File: src/rtl/audio_pkg.sv
// Shared audio sample-chain constants and sample types.
`timescale 1ns/1ps
package audio_pkg;
  localparam int SAMPLE_W    = 16;
  localparam int MCLK_PER_FS = 256;
  localparam int SLOT_W      = 32;

  typedef shortint sample_t;

  typedef struct packed {
    sample_t l;
    sample_t r;
  } stereo_t;
endpackage

File: src/rtl/i2s_frame_counter.sv
// Frame counter for the I2S transmitter: one wrap of r_cnt is one stereo frame.
// Produces the next-state bit clock, frame clock and slot position so the top
// level can register its outputs as a function of the upcoming count.
`timescale 1ns/1ps
module i2s_frame_counter
  import audio_pkg::*;
#(
  parameter int MCLK_PER_BCLK = 4,
  parameter int SLOT_BITS     = SLOT_W,
  parameter int REQ_LEAD      = 4,
  localparam int CNT_W        = $clog2(MCLK_PER_FS),
  localparam int PH_W         = $clog2(MCLK_PER_BCLK),
  localparam int K_W          = $clog2(SLOT_BITS)
) (
  input  logic           i_mclk,
  input  logic           i_rst,
  output logic           o_bclk_next,
  output logic           o_lrc_next,
  output logic [K_W-1:0] o_k_next,
  output logic           o_latch,
  output logic           o_req_next
);

  logic [CNT_W-1:0] r_cnt;
  logic [CNT_W-1:0] w_cnt_next;

  assign w_cnt_next = r_cnt + CNT_W'(1);

  // bclk is high for the upper half of each bit period (phase >= half).
  assign o_bclk_next = w_cnt_next[PH_W-1];
  // Top count bit selects the right slot (bit index >= SLOT_BITS).
  assign o_lrc_next  = w_cnt_next[CNT_W-1];
  // Slot position k = bit index modulo SLOT_BITS.
  assign o_k_next    = w_cnt_next[PH_W +: K_W];
  // Latch strobe marks the last count of the frame; the next edge wraps.
  assign o_latch     = &r_cnt;
  assign o_req_next  = (w_cnt_next == CNT_W'(MCLK_PER_FS - REQ_LEAD));

  // Free-running frame counter, wraps naturally at MCLK_PER_FS.
  always_ff @(posedge i_mclk or posedge i_rst) begin
    if (i_rst) r_cnt <= '0;
    else       r_cnt <= w_cnt_next;
  end

endmodule

File: src/rtl/i2s_playback_tx.sv
// Philips I2S playback transmitter: latches a stereo frame at each frame
// boundary, serialises it MSB first one bclk after each pblrc edge, and tracks
// producer underruns with a saturating counter.
`timescale 1ns/1ps
module i2s_playback_tx
  import audio_pkg::*;
#(
  parameter int SAMPLE_BITS   = SAMPLE_W,
  parameter int SLOT_BITS     = SLOT_W,
  parameter int MCLK_PER_BCLK = 4,
  parameter int REQ_LEAD      = 4
) (
  input  logic                   mclk,
  input  logic                   rst,
  input  logic [SAMPLE_BITS-1:0] sample_l,
  input  logic [SAMPLE_BITS-1:0] sample_r,
  input  logic                   sample_valid,
  input  logic                   mute,
  output logic                   sample_req,
  output logic                   bclk,
  output logic                   pblrc,
  output logic                   pbdat,
  output logic                   underrun,
  output logic [15:0]            underrun_count
);

  localparam int K_W = $clog2(SLOT_BITS);

  if (MCLK_PER_BCLK * 2 * SLOT_BITS != MCLK_PER_FS) begin : g_bad_ratio
    $error("i2s_playback_tx: MCLK_PER_BCLK*2*SLOT_BITS must equal 256");
  end
  if ((MCLK_PER_BCLK < 2) || ((MCLK_PER_BCLK & (MCLK_PER_BCLK - 1)) != 0)) begin : g_bad_bclk
    $error("i2s_playback_tx: MCLK_PER_BCLK must be a power of two >= 2");
  end
  if (SAMPLE_BITS > SLOT_BITS - 1) begin : g_bad_width
    $error("i2s_playback_tx: SAMPLE_BITS must be <= SLOT_BITS-1");
  end
  if ((REQ_LEAD < 1) || (REQ_LEAD > 8)) begin : g_bad_lead
    $error("i2s_playback_tx: REQ_LEAD must be in 1..8");
  end

  logic                   w_bclk_next;
  logic                   w_lrc_next;
  logic [K_W-1:0]         w_k_next;
  logic                   w_latch;
  logic                   w_req_next;
  logic                   w_underrun_evt;
  logic                   w_pbdat_next;
  logic [SAMPLE_BITS-1:0] w_slot_word;
  logic [SAMPLE_BITS-1:0] r_shadow_l;
  logic [SAMPLE_BITS-1:0] r_shadow_r;

  // Saturating increment for the underrun counter.
  function automatic logic [15:0] sat_inc16(input logic [15:0] v);
    return (v == 16'hFFFF) ? v : v + 16'd1;
  endfunction

  // Bit driven at slot position k: position 0 is the I2S one-bclk delay slot,
  // positions 1..SAMPLE_BITS carry the word MSB first, the rest pad with 0.
  function automatic logic slot_bit(input logic [SAMPLE_BITS-1:0] word,
                                    input logic [K_W-1:0]         k);
    logic [SLOT_BITS-1:0] pattern;
    pattern = SLOT_BITS'(word) << (SLOT_BITS - 1 - SAMPLE_BITS);
    return pattern[~k];
  endfunction

  i2s_frame_counter #(
    .MCLK_PER_BCLK (MCLK_PER_BCLK),
    .SLOT_BITS     (SLOT_BITS),
    .REQ_LEAD      (REQ_LEAD)
  ) u_cnt (
    .i_mclk      (mclk),
    .i_rst       (rst),
    .o_bclk_next (w_bclk_next),
    .o_lrc_next  (w_lrc_next),
    .o_k_next    (w_k_next),
    .o_latch     (w_latch),
    .o_req_next  (w_req_next)
  );

  // Serial data for the upcoming count comes from the slot's shadow word.
  // At the wrap edge k is 0, so the stale shadow word is never shown.
  assign w_slot_word    = w_lrc_next ? r_shadow_r : r_shadow_l;
  assign w_pbdat_next   = slot_bit(w_slot_word, w_k_next);
  assign w_underrun_evt = w_latch & ~sample_valid & ~mute;

  // Frame latch: mute wins, otherwise load valid data or repeat the last frame.
  always_ff @(posedge mclk or posedge rst) begin
    if (rst) begin
      r_shadow_l <= '0;
      r_shadow_r <= '0;
    end else if (w_latch) begin
      if (mute) begin
        r_shadow_l <= '0;
        r_shadow_r <= '0;
      end else if (sample_valid) begin
        r_shadow_l <= sample_l;
        r_shadow_r <= sample_r;
      end
    end
  end

  // Registered pin outputs, each equal to its function of the current count.
  always_ff @(posedge mclk or posedge rst) begin
    if (rst) begin
      bclk       <= 1'b0;
      pblrc      <= 1'b0;
      pbdat      <= 1'b0;
      sample_req <= 1'b0;
      underrun   <= 1'b0;
    end else begin
      bclk       <= w_bclk_next;
      pblrc      <= w_lrc_next;
      pbdat      <= w_pbdat_next;
      sample_req <= w_req_next;
      underrun   <= w_underrun_evt;
    end
  end

  // Saturating underrun counter, advanced only on an underrun frame boundary.
  always_ff @(posedge mclk or posedge rst) begin
    if (rst)                 underrun_count <= 16'h0000;
    else if (w_underrun_evt) underrun_count <= sat_inc16(underrun_count);
  end

endmodule

File: config.mk
export PLATFORM = sky130hd
export DESIGN_NAME = i2s_playback_tx
export DESIGN_NICKNAME = d
export VERILOG_FILES = /design/src/rtl/audio_pkg.sv /design/src/rtl/i2s_frame_counter.sv /design/src/rtl/i2s_playback_tx.sv
export SDC_FILE = /design/constraint.sdc
export NUM_CORES = 1
export LEC_CHECK = 0
export ABC_AREA = 1
export BUFFER_PORTS_ARGS = -buffer_cell sky130_fd_sc_hd__buf_4
export CORE_MARGIN = 2
export CORE_UTILIZATION = 55
export DETAILED_ROUTE_END_ITERATION = 12
export PLACE_DENSITY_LB_ADDON = 0.25
export SLEW_MARGIN = 25
export SYNTH_ARGS = -nofsm -noshare
export SYNTH_HDL_FRONTEND = slang
export SYNTH_SLANG_ARGS = --single-unit
File: constraint.sdc
create_clock -name mclk -period 2.38 [get_ports mclk]
set_input_delay 0.238 -clock mclk [delete_from_list [all_inputs] [get_ports mclk]]
set_output_delay 0.238 -clock mclk [all_outputs]
set_load 0.005 [all_outputs]
==> results of run 1 <==
-- through the flow --
stage	hold WS, ns	power, mW	area, sq um	cells	setup WS, ns
after floorplan	0.309	1.14	3030	369	0.686
after global routing	0.0951	2.04	3670	505	0.196
after detailed placement	0.441	1.22	3520	489	0.488
after global placement	0.437	1.21	3520	489	0.564
final	0.0930	1.96	3670	505	0.431
after CTS	0.0846	1.97	3670	505	0.441
-- sequential cells by signal (all words and copies together), names as in the netlist --
signal and count:
r_shadow_l 16, r_shadow_r 16, underrun_count 16, u_cnt.r_cnt 7
pbdat 1, pblrc 1, sample_req 1, underrun 1
-- layer usage --
metal,GRT usage,vias up
met5,0,-
met4,0.119,0
met3,0.0575,11
met2,0.381,57
met1,0.309,1225
li1,-,1318
-- worst min path at each step --
stage | start | end | slack [ns]
final | sample_valid | underrun$_DFF_PP0_ | 0.09
after detailed placement | sample_valid | underrun$_DFF_PP0_ | 0.44
after global placement | sample_valid | underrun$_DFF_PP0_ | 0.44
after global routing | sample_valid | underrun$_DFF_PP0_ | 0.1
after floorplan | sample_valid | underrun$_DFF_PP0_ | 0.31
after CTS | sample_valid | underrun$_DFF_PP0_ | 0.08
-- final cells by class --
| class | instances | share of cell area |
|---|---|---|
| tap | 72 | 0.0245 |
| clock inverter | 3 | 0.00409 |
| sequential | 59 | 0.402 |
| timing repair buffer | 62 | 0.127 |
| clock buffer | 13 | 0.0378 |
| inverter | 44 | 0.0450 |
| multi-input combinational | 252 | 0.360 |
-- where the power goes --
| part | total (mW) | leakage [nW] | internal [mW] | switching (mW) |
|---|---|---|---|---|
| logic | 0.145 | 1.02 | 0.0648 | 0.0801 |
| clock network | 0.757 | 0.0812 | 0.374 | 0.384 |
| registers | 1.05 | 0.750 | 1.04 | 0.0138 |
-- cell families (layout without fill, tap and decap cells) --
| logic type | Yosys count | after routing | share of synthesized area |
|---|---|---|---|
| xor gates and xnor gates | 16 | 16 | 0.0462 |
| adders and majority gates | 2 | 2 | 0.00825 |
| AOI/OAI and AO/OA | 42 | 42 | 0.0747 |
| and+or+nand+nor | 192 | 192 | 0.306 |
| buffers and inverters | 58 | 122 | 0.0780 |
| DFF | 59 | 59 | 0.487 |
-- cell usage in the layout, fill, tap and decap left out, types with 3 or more instances in the layout --
master,count
nand3_1,71
nand2_1,70
buf_4,62
dfrtp_1,59
inv_1,41
o21ai_0,35
nor2_1,16
xor2_1,11
clkbuf_8,9
nor2_2,8
nand2_2,6
nor3_1,5
xnor2_1,5
nand4_1,4
clkbuf_1,4
nor2_4,3
nor4_1,3
inv_2,3
a21oi_1,3
clkinv_2,3
-- worst max-delay path: cells and delay by family (launching register included) --
family                   cells  cell delay [ns]
AND/OR/NAND/NOR              9             0.83
adder cells (fa/ha/maj)      1             0.25
buffers and inverters        3             0.24
AO/OA/AOI/OAI                1             0.14
flip-flops                   1             0.41
==> flow_summary_export.csv, run 1 <==
group,metric,value,unit
outcome,status,"completed",
synthesis,synthArstFlopShare,1.00,
synthesis,syn_inst,369,
synthesis,ys.flop_type,"dfrtp_1",
die,die_area,6120,sq um
worst_setup_path,rr_endpoint,"pbdat$_DFF_PP0_",
synthesis,ys_top_cells_by_area,"dfrtp_1, nand3_1, nand2_1",
route,remaining_drc_errors,0,
placement,io_buffers,56,
route,drt_iter0_markers,157,
sta,tightest_slew,0.726,ns
grt,grt_pass1_wl,11.4,mm
worst_setup_path,cp-end-kind,"register",
route,routed.top_layer,"met4",
grt,grt_pass1_vias,2542,
clock_tree,holdBufCountCts,0,
clock_tree,cts_root_buf,"clkbuf_8",
die,die_height,78.3,um
clock_tree,cts_setup_buffers,0,
die,boundaryPins,57,
die,placementRows,27,
synthesis,yosysWarningCount,0,
sta,fin_crit_sh,0.819,
min_path,hp-class,"in2reg",
grt,grt-ovfl-total,0,
synthesis,syn_area,3030,sq um
route,drtPass1Iterations,4,
sta,fin_tns_setup,0,ns
grt,grt_usage,0.240,
worst_setup_path,start_kind,"register",
worst_setup_path,worstPathMaxFanout,8,
cells_and_area,layout.nets,466,
sta,rsz0062_at_grt,"no",
die,die_w,78.3,um
synthesis,yosysMostFrequentCell,"nand3_1",
grt,grt_max_degree,60,
cells_and_area,drive_gt1_frac,0.231,
worst_setup_path,path_common_cell,"nand2_1",
clock_tree,ctsResizeCount,0,
route,routed_wl,6.58,mm
pwr,power_leakage,1.85,nW
clock_tree,clk_path_buf_depth,2,
sta,max_freq,513,MHz
route,drt-met1-wl,2.97,mm
sta,min_period,1.95,ns
synthesis,synth_nets,407,
sta,slew_violations,0,
synthesis,synth_cell_type_count,29,
worst_setup_path,crit_arrival,2.23,ns
clock_tree,clk_pin_slew,0.06,ns
route,dr_wl_met2,3.21,mm
route,via_count,2611,
synthesis,synth_top_area_cell,"dfrtp_1",
clock_tree,insertion_delay,0.34,ns
synthesis,seq_area_frac_synth,0.487,
route,wl_per_cell,13.0,um
worst_setup_path,crit_path_max_incr_delay,0.41,ns
die,core-area,5410,sq um
cells_and_area,fin_util,0.679,
cells_and_area,area.sequential,1480,sq um
sta,slew_headroom,0.516,
synthesis,syn_area_per_cell,8.22,sq um
pwr,irDropWorstVdd,0.356,mV
cells_and_area,fillerInstances,482,
route,viasPerCell,5.17,
die,start_util,0.561,
clock_tree,cts.sinks,59,
clock_tree,htreeDepth,3,
worst_setup_path,cp.required,2.66,ns
worst_setup_path,crit_slowest_cell,"dfrtp_1",
route,wl_met3,266,um
synthesis,ys_ff_latch,59,
worst_setup_path,rr_worst_depth,14,
worst_setup_path,worst-setup-path-type,"reg2reg",
grt,antenna_found_initial,0,
synthesis,synth_edf_count,0,
route,ant_nets,0,
cells_and_area,diodes,0,
worst_setup_path,r2r-start,"u_cnt.r_cnt[1]$_DFF_PP0_",
pwr,power.density,533,nW/um^2
worst_setup_path,worstSetupEndpoint,"pbdat$_DFF_PP0_",
synthesis,synth_top_area_frac,0.487,
cells_and_area,area_growth,21.0,%
sta,finalClockSkew,0.00445,ns
worst_setup_path,cp-startpoint,"u_cnt.r_cnt[1]$_DFF_PP0_",
flow_run,cap_violations,0,
synthesis,ys_top_cells_by_count,"nand3_1, nand2_1, dfrtp_1",
sta,finalHoldViolations,0,
placement,gp_congestion,0.929,
clock_tree,cts_buffers,9,
sta,setup_viol,0,
placement,dp_hpwl,4.69,mm
worst_setup_path,r2r_slack,0.43,ns
min_path,hold_depth,2,
worst_setup_path,crit_chain,"ha_1, nand2_2, inv_1, nor2_4, inv_2, nor2_1, inv_1, a21oi_1, nor2_1, nand2_1, nand2_1, nand2_1, nand3_1, nand2_1",
cells_and_area,multiInputGateArea,1320,sq um
clock_tree,cts_tree,"yes",
(Power assumes the default switching activity.)
==> inputs of run 2 (changes only) <==
clock period = 2 ns   (was 2.38 ns; I/O delays follow)
==> run 2 against run 1 <==
Wire length up 1.7%. Design area up 3.9%. Sequential share of layout area down 1.5 points. Utilization is 2.7 points higher. Critical endpoint unchanged. Largest cell class unchanged.
==> flow_summary_export.csv, run 2 (synthesized netlist as in run 1, its figures left out) <==
group,metric,value,unit
outcome,status,"completed",
clock_tree,clk_path_buf_depth,2,
route,drt_iter0_markers,190,
worst_setup_path,crit_chain,"ha_2, nand2_2, inv_1, nor2_4, inv_2, nor2_2, inv_1, a21oi_1, nor2_1, nand2_1, nand2_1, nand2_1, nand3_1, nand2_1",
cells_and_area,layout.nets,473,
sta,min_period,1.87,ns
pwr,power.density,662,nW/um^2
die,die_height,78.3,um
cells_and_area,area_growth,25.8,%
placement,io_buffers,56,
worst_setup_path,crit_arrival,2.14,ns
cells_and_area,diodes,0,
sta,finalClockSkew,0.00601,ns
die,die_w,78.3,um
sta,finalHoldViolations,0,
cells_and_area,final_cell_mix,"nand3_1, nand2_1, buf_4",
die,boundaryPins,57,
clock_tree,insertion_delay,0.33,ns
placement,pre_cts_ws,0.0440,ns
route,wl_per_cell,13.1,um
pwr,power_frac_comb,0.070,
worst_setup_path,start_kind,"register",
min_path,hp-class,"in2reg",
clock_tree,cts_root_buf,"clkbuf_8",
flow_run,cap_violations,0,
worst_setup_path,cp.required,2.27,ns
route,ant_nets,0,
grt,grt_usage,0.233,
die,die_area,6120,sq um
sta,slew_violations,0,
cells_and_area,drive_gt1_frac,0.251,
sta,rsz0062_at_grt,"yes",
worst_setup_path,cp-end-kind,"register",
pwr,p_int,1.98,mW
pwr,irDropWorstVdd,0.493,mV
sta,fin_hold_ws,0.0475,ns
clock_tree,cts_buffers,9,
grt,grt_pass1_wl,11.1,mm
placement,placedCellCount,489,
sta,worst_slack,0.131,ns
die,core-area,5410,sq um
clock_tree,htreeDepth,3,
worst_setup_path,crit_path_max_incr_delay,0.41,ns
grt,grt-ovfl-total,0,
sta,slew_headroom,0.629,
placement,dpl_cell_area,3540,sq um
route,remaining_drc_errors,0,
pwr,pwr-share-clk,0.433,
grt,grt_pass1_vias,2529,
cells_and_area,finalInstanceArea,3810,sq um
worst_setup_path,path_common_cell,"nand2_1",
clock_tree,cts_tree,"yes",
route,via_count,2681,
clock_tree,clk_pin_slew,0.06,ns
placement,gp_congestion,0.915,
placement,dp_hpwl,4.81,mm
sta,tightest_slew,0.555,ns
worst_setup_path,worst-setup-path-type,"reg2reg",
grt,antenna_found_initial,0,
sta,fin_crit_sh,0.934,
die,start_util,0.561,
cells_and_area,fin_util,0.706,
pwr,swShare,0.216,
cells_and_area,largestRegisters,"r_shadow_l (16), r_shadow_r (16), underrun_count (16)",
die,placementRows,27,
sta,max_freq,535,MHz
route,routed_wl,6.69,mm
worst_setup_path,worstPathMaxFanout,6,
route,viasPerCell,5.26,
sta,setup_viol,0,
clock_tree,cts.sinks,59,
cells_and_area,final_common_cell,"nand3_1",
grt,grt_max_degree,43,
pwr,p_seq_frac,0.497,
route,drtPass1Iterations,5,
pwr,power_leakage,1.92,nW
cells_and_area,finalNonFillerCells,510,
pwr,p_sw,0.545,mW
worst_setup_path,crit_slowest_cell,"dfrtp_1",
## run 2: cell types whose count changed in the layout (fill, tap and decap cells not counted), sizes merged
cell	delta
buf	+6
clkinv	-2
bufinv	+1
clkbuf	-1
dlygate4sd3	+1
## run 2: layout make-up
class | instances | area [sq um]
Fill cell | 445 | 1590
Multi-Input combinational cell | 252 | 1330
Timing Repair Buffer | 69 | 549
Clock buffer | 12 | 165
Sequential cell | 59 | 1480
Tap cell | 72 | 90.1
Inverter | 44 | 165
Clock inverter | 2 | 35.0
## run 2: power groups by stage
stage	clock network, mW	logic, mW	registers, mW
after floorplan	0	0.0868	1.27
final	1.09	0.176	1.26
after detailed placement	0	0.175	1.28
after CTS	1.12	0.179	1.26
after global placement	0	0.170	1.28
after global routing	1.17	0.203	1.26
## run 2: repair_timing
item,CTS,global route
setup buffers,0,6
setup endpoints to repair,0,6
endpoints found under the hold margin,25,0
hold buffers,1,0
resized for setup,0,4
## run 2: worst paths after layout
path	from	endpoint	slack, ns	cells past startpoint
worst max-delay path	u_cnt.r_cnt[1]$_DFF_PP0_	pbdat$_DFF_PP0_	0.13	14
worst min-delay path	sample_valid	underrun$_DFF_PP0_	0.05	2
worst max register to register	u_cnt.r_cnt[1]$_DFF_PP0_	pbdat$_DFF_PP0_	0.13	14
worst min register to register	r_shadow_r[1]$_DFFE_PP0P_	r_shadow_r[1]$_DFFE_PP0P_	0.52	2
max in group asynchronous	rst	r_shadow_r[13]$_DFFE_PP0P_	0.95	4
min in group asynchronous	rst	r_shadow_l[2]$_DFFE_PP0P_	0.49	3
## run 2: routing by layer
layer,wire length (um),share of wire,global-route usage,up-vias
met1,2950,0.44,0.291,1273
li1,-,-,-,1333
met2,3410,0.51,0.395,64
met4,92,0.014,0.111,0
met5,0,0,0,-
met3,237,0.035,0.0402,11
## run 2: worst max-delay path: cells and delay by family (launching register included)
kind	cells	cell delay, ns
AOI/OAI and AO/OA	1	0.14
adders and majority gates	1	0.22
buffers and inverters	3	0.23
DFF	1	0.41
and+or+nand+nor	9	0.79
## run 2: metrics by stage
stage	setup TNS, ns	power, mW
after floorplan	0	1.36
after global placement	0	1.45
after detailed placement	0	1.45
after CTS	0	2.55
after global routing	-0.0540	2.63
final	0	2.53
